**config.mk**
```make
export PLATFORM = sky130hd
export DESIGN_NAME = instruction_cache_dm
export DESIGN_NICKNAME = d
export VERILOG_FILES = /design/src/rtl/instruction_cache_dm.sv
export SDC_FILE = /design/constraint.sdc
export NUM_CORES = 2
export LEC_CHECK = 0
export CORE_MARGIN = 2
export CORE_UTILIZATION = 25
export CTS_CLUSTER_SIZE = 20
export DETAILED_ROUTE_END_ITERATION = 10
export MAX_ROUTING_LAYER = met4
export PLACE_DENSITY_LB_ADDON = 0.05
export SLEW_MARGIN = 40
export SYNTH_ARGS = -nofsm -noshare
export SYNTH_HDL_FRONTEND = slang
export SYNTH_SLANG_ARGS = --single-unit
```
**constraint.sdc**
```tcl
create_clock -name clock -period 3.9 [get_ports clock]
set_clock_uncertainty 0.05 [all_clocks]
set_input_delay 0.975 -clock clock [delete_from_list [all_inputs] [get_ports clock]]
set_output_delay 0.975 -clock clock [all_outputs]
set_load 0.01 [all_outputs]
```
**src/rtl/instruction_cache_dm.sv**
```systemverilog
// Direct-mapped, read-only instruction cache for the IF stage.
// Hits respond one cycle after the request. Misses refill a whole line before returning the word.
module instruction_cache_dm #(
   parameter int ADDR_WIDTH = 32,
   parameter int DATA_WIDTH = 32,
   parameter int LINE_WORDS = 4,
   parameter int NUM_LINES  = 16
) (
   input  logic                  clock,
   input  logic                  reset_n,
   input  logic [ADDR_WIDTH-1:0] PC,
   input  logic                  fetch_req,
   input  logic                  flush,
   output logic [DATA_WIDTH-1:0] instruction,
   output logic                  instr_valid,
   output logic                  stall,
   output logic                  mem_req,
   output logic [ADDR_WIDTH-1:0] mem_addr,
   input  logic                  mem_ready,
   input  logic [DATA_WIDTH-1:0] mem_rdata,
   input  logic                  mem_rvalid,
   output logic [31:0]           hit_count,
   output logic [31:0]           miss_count
);

   localparam int OFF_W = $clog2(LINE_WORDS);
   localparam int IDX_W = $clog2(NUM_LINES);
   localparam int TAG_W = ADDR_WIDTH - OFF_W - IDX_W - 2;
   localparam logic [OFF_W-1:0] LAST_WORD = OFF_W'(LINE_WORDS - 1);

   typedef enum logic [1:0] {IDLE, REQ, FILL, RESP} state_t;

   state_t state, next_state;

   logic [OFF_W-1:0] pc_off;
   logic [IDX_W-1:0] pc_idx;
   logic [TAG_W-1:0] pc_tag;
   logic             unused_pc_bits;

   assign pc_off         = PC[OFF_W+1:2];
   assign pc_idx         = PC[OFF_W+IDX_W+1:OFF_W+2];
   assign pc_tag         = PC[ADDR_WIDTH-1:OFF_W+IDX_W+2];
   assign unused_pc_bits = ^PC[1:0];

   logic [DATA_WIDTH-1:0] data_mem [NUM_LINES*LINE_WORDS];
   logic [TAG_W-1:0]      tag_mem  [NUM_LINES];
   logic [NUM_LINES-1:0]  valid_q;

   logic [TAG_W-1:0]      req_tag;
   logic [IDX_W-1:0]      req_idx;
   logic [OFF_W-1:0]      req_off;
   logic [OFF_W-1:0]      word_cnt;
   logic [DATA_WIDTH-1:0] resp_word;
   logic                  flush_pend;

   logic hit, accept, beat, last_beat;

   assign hit       = valid_q[pc_idx] && (tag_mem[pc_idx] == pc_tag);
   assign accept    = (state == IDLE) && fetch_req && !flush;
   assign beat      = (state == FILL) && mem_rvalid;
   assign last_beat = beat && (word_cnt == LAST_WORD);

   always_ff @(posedge clock or negedge reset_n) begin
      if (!reset_n) state <= IDLE;
      else          state <= next_state;
   end

   always_comb begin
      next_state = state;
      unique case (state)
         IDLE:    if (accept && !hit) next_state = REQ;
         REQ:     if (mem_ready)      next_state = FILL;
         FILL:    if (last_beat)      next_state = RESP;
         RESP:                        next_state = IDLE;
         default:                     next_state = IDLE;
      endcase
   end

   // NOTE: every output gets a default before the case so no latch is inferred.
   always_comb begin
      stall    = 1'b0;
      mem_req  = 1'b0;
      mem_addr = '0;
      unique case (state)
         REQ: begin
            stall    = 1'b1;
            mem_req  = 1'b1;
            mem_addr = {req_tag, req_idx, {(OFF_W+2){1'b0}}};
         end
         FILL:    stall = 1'b1;
         default: ;
      endcase
   end

   // NOTE: data and tag arrays are not reset; valid_q alone qualifies their contents.
   always_ff @(posedge clock) begin
      if (beat)      data_mem[{req_idx, word_cnt}] <= mem_rdata;
      if (last_beat) tag_mem[req_idx]              <= req_tag;
   end

   always_ff @(posedge clock or negedge reset_n) begin
      if (!reset_n) begin
         valid_q     <= '0;
         instruction <= '0;
         instr_valid <= 1'b0;
         hit_count   <= '0;
         miss_count  <= '0;
         req_tag     <= '0;
         req_idx     <= '0;
         req_off     <= '0;
         word_cnt    <= '0;
         resp_word   <= '0;
         flush_pend  <= 1'b0;
      end else begin
         instr_valid <= 1'b0;
         unique case (state)
            IDLE: begin
               flush_pend <= 1'b0;
               if (accept) begin
                  if (hit) begin
                     instruction <= data_mem[{pc_idx, pc_off}];
                     instr_valid <= 1'b1;
                     if (hit_count != '1) hit_count <= hit_count + 32'd1;
                  end else begin
                     req_tag  <= pc_tag;
                     req_idx  <= pc_idx;
                     req_off  <= pc_off;
                     word_cnt <= '0;
                     if (miss_count != '1) miss_count <= miss_count + 32'd1;
                  end
               end
            end
            REQ: if (flush) flush_pend <= 1'b1;
            FILL: begin
               if (flush) flush_pend <= 1'b1;
               if (beat) begin
                  word_cnt <= word_cnt + 1'b1;
                  if (word_cnt == req_off) resp_word <= mem_rdata;
                  // A flush seen at any point of the refill keeps the new line invalid.
                  if (last_beat && !flush_pend && !flush) valid_q[req_idx] <= 1'b1;
               end
            end
            RESP: begin
               instruction <= resp_word;
               instr_valid <= 1'b1;
            end
            default: ;
         endcase
         if (flush) valid_q <= '0;
      end
   end

endmodule
```
==> flow_summary_export.csv <==
group,metric,value,unit
drt,dr.pass1.iters,7,
synthesis,avgSynthCellArea,22.7,um^2
clocking,htree_levels,5,
clocking,clock-root-buffer,"clkbuf_16",
pwr,pwr_density_cell,547,mW/mm^2
cells_and_area,post-route-util,0.310,
setup_path,setup.worst_path.class,"flip-flop to primary output",
synthesis,ys_ff_latch,2612,
grt,antenna_found_initial,42,
cells_and_area,drive_gt1_frac,0.341,
clocking,clock_sinks,2612,
clocking,cts_made_buffers,321,
grt,grt_pass1_wl,468,mm
setup_path,max_stage_delay,0.55,ns
floorplanning,core.rowCount,233,
clocking,cts.path.max_buffers,4,
sta,slew_violations,0,
setup_path,critPathLaunch,"state[1]",
setup_path,crit_chain,"inv_1 > ha_1 > buf_12 > buf_4 > and2_1 > clkdlybuf4s50_1",
sta,timing_hold_violations_final,0,
synthesis,synth_warnings,0,
setup_path,arrival,2.69,ns
pwr,ir_drop,0.296,mV
placement,place_hpwl,206,mm
hold_path,hold_path_end,"instruction[21]",
placement,io_buffers,194,
synthesis,synth_edf_count,2432,
floorplanning,core_area,0.403,mm^2
hold_path,hold_depth,2,
grt,overflow,0,
outcome,status,"finished, final reports clean",
grt,grt_usage,0.172,
setup_path,critical_path.slowest_cell,"clkdlybuf4s50_1",
drt,viasPerCell,4.53,
setup_path,end_kind,"primary output",
floorplanning,boundaryPins,201,
synthesis,async_reset_ff_frac,0.0689,
setup_path,start_kind,"flip-flop",
pwr,power,0.0682,W
synthesis,synthFlopType,"edfxtp_1",
setup_path,cp_data_required_time,2.87,ns
clocking,cts_tree,"built",
grt,grt_max_degree,75,
setup_path,r2r-start,"tag_mem[7][0]",
sta,period_needed,3.71,ns
cells_and_area,fillers,38873,
cells_and_area,areaGrowthSynthToFinish,23.2,%
sta,fin_ws,0.188,ns
drt,wirelength,345,mm
sta,worstMarginPinSlew,0.804,ns
cells_and_area,layout_common_cells,"2432 x edfxtp_1, 760 x mux4_2, 359 x buf_4",
setup_path,critical_path.max_fanout,22,
sta,setup-violations-final,0,
drt,antenna_left,0,
grt,grt_pass1_vias,51929,
floorplanning,die_height,640,um
run,drv_cap,0,
sta,rsz0062_at_grt,"false",
drt,dr_total_vias,49282,
sta,fin_crit_sh,0.952,
drt,first_iter_violations,4489,
floorplanning,die_x,640,um
placement,place_ws,-0.787,ns
cells_and_area,mostFrequentLayoutCell,"edfxtp_1",
setup_path,rr_endpoint,"req_tag[14]",
setup_path,rr_worst_depth,11,
drt,wl_per_cell,31.7,um
hold_path,worstHoldStart,"instruction[21]",
synthesis,synth_area,0.101,mm^2
floorplanning,start_util,0.251,
sta,holdWs,0.435,ns
sta,max_freq,269,MHz
clocking,path_clk_slew,0.06,ns
hold_path,min_path_type,"flip-flop to flip-flop",
pwr,p_leak,39.8,nW
setup_path,reg2reg_setup_slack,0.29,ns
synthesis,synth_seq_area_share,0.766,
synthesis,synthCells,4455,
clocking,clkLatencyLatePin,0.93,ns
sta,relSlewSlack,0.464,
synthesis,synth_cell_types,75,
placement,gp_congestion,0.713,
floorplanning,fp.dieArea,0.410,mm^2
drt,route.detailed.drc,0,
cells_and_area,num-nets-final,5280,
## critical path: cells and delay by family, from the launching register on
family	cells	cell delay [ns]
fa+ha+maj	1	0.19
buf+inv	4	1.02
flops	1	0.41
simple gates	1	0.15
## flip-flops by register name, indices dropped and copies added, names as in the netlist
name,flops
data_mem,2048
tag_mem,384
hit_count,32
instruction,32
miss_count,32
resp_word,32
req_tag,24
valid_q,16
req_idx,4
req_off,2
state,2
word_cnt,2
flush_pend,1
instr_valid,1
## routing by layer
layer  global-route usage  share of wire  vias to the layer above
met4               0.0353          0.019                        0
met5                    -              0                        -
li1                     -              -                    20367
met2                0.291           0.51                     1061
met3               0.0201          0.037                      384
met1                0.223           0.44                    27470
## area by class of cell
type | count | area [um^2] | share of cell area
tap | 5405 | 6760 | 0.0542
clock inverter | 147 | 1320 | 0.0106
inverter | 25 | 109 | 0.000873
antenna | 18 | 45.0 | 0.000361
timing repair buffer | 654 | 6940 | 0.0557
multi-input combinational | 1589 | 23300 | 0.187
sequential | 2612 | 77500 | 0.622
clock buffer | 433 | 8700 | 0.0698
## worst max path at each step
stage / to / slack [ns] / cells past startpoint
floorplan: req_idx[0] / 0.002 / 11
global placement: state[1] / -0.78 / 14
detailed placement: req_tag[13] / -0.79 / 12
CTS: mem_addr[12] / 0.003 / 6
global route: mem_addr[12] / 0.02 / 6
finish: mem_addr[12] / 0.19 / 6
## report_power, final
group          leakage, nW  internal (W)  total [W]  switching [W]
logic                 10.7       0.00265    0.00635        0.00370
clock network         4.89        0.0167     0.0288         0.0121
registers             24.2        0.0320     0.0331        0.00101
## Yosys cell counts (all sizes together) (5+ instances only)
cell,count,area (um^2)
a21oi,22,110
a221oi,5,43.8
a22oi,9,67.6
and2,34,213
and3,17,106
and4,9,78.8
buf,81,442
clkbuf,151,567
dfrtp,180,4500
edfxtp,2432,73000
ha,7,87.6
inv,25,93.8
mux2,70,788
mux2i,80,801
mux4,760,17100
nand2,101,379
nand3,47,240
nand4,29,188
nor2,136,510
nor2b,11,68.8
nor3,33,165
nor4,10,105
o21ai,48,240
xnor2,49,429
xor2,36,315
## kinds of logic (layout without fill, tap and decap cells)
group,after synthesis,in the layout,synth area share
AO/OA/AOI/OAI,128,128,0.00809
XOR/XNOR,85,85,0.00735
adder cells (fa/ha/maj),7,7,0.000865
buffers and inverters,257,1259,0.0109
flip-flops,2612,2612,0.766
multiplexers,910,910,0.185
other,1,22,0.0000370
AND/OR/NAND/NOR,455,455,0.0224
## metrics by stage
stage / setup TNS (ns) / cells / instance area [um^2]
floorplan: 0 / 4458 / 101000
global placement: -84.66 / 10284 / 115000
detailed placement: -87.07 / 10284 / 115000
CTS: 0 / 10865 / 125000
global route: 0 / 10880 / 125000
finish: 0 / 10883 / 125000
## timing repair
action,4_1_cts,5_1_grt
pin swaps,0,0
resized for setup,3,3
hold buffers,1,0
endpoints found under the hold margin,29,0
buffers inserted,0,0
endpoints found under the setup margin,19,2
No activity file was read; power rests on OpenSTA's default activity.
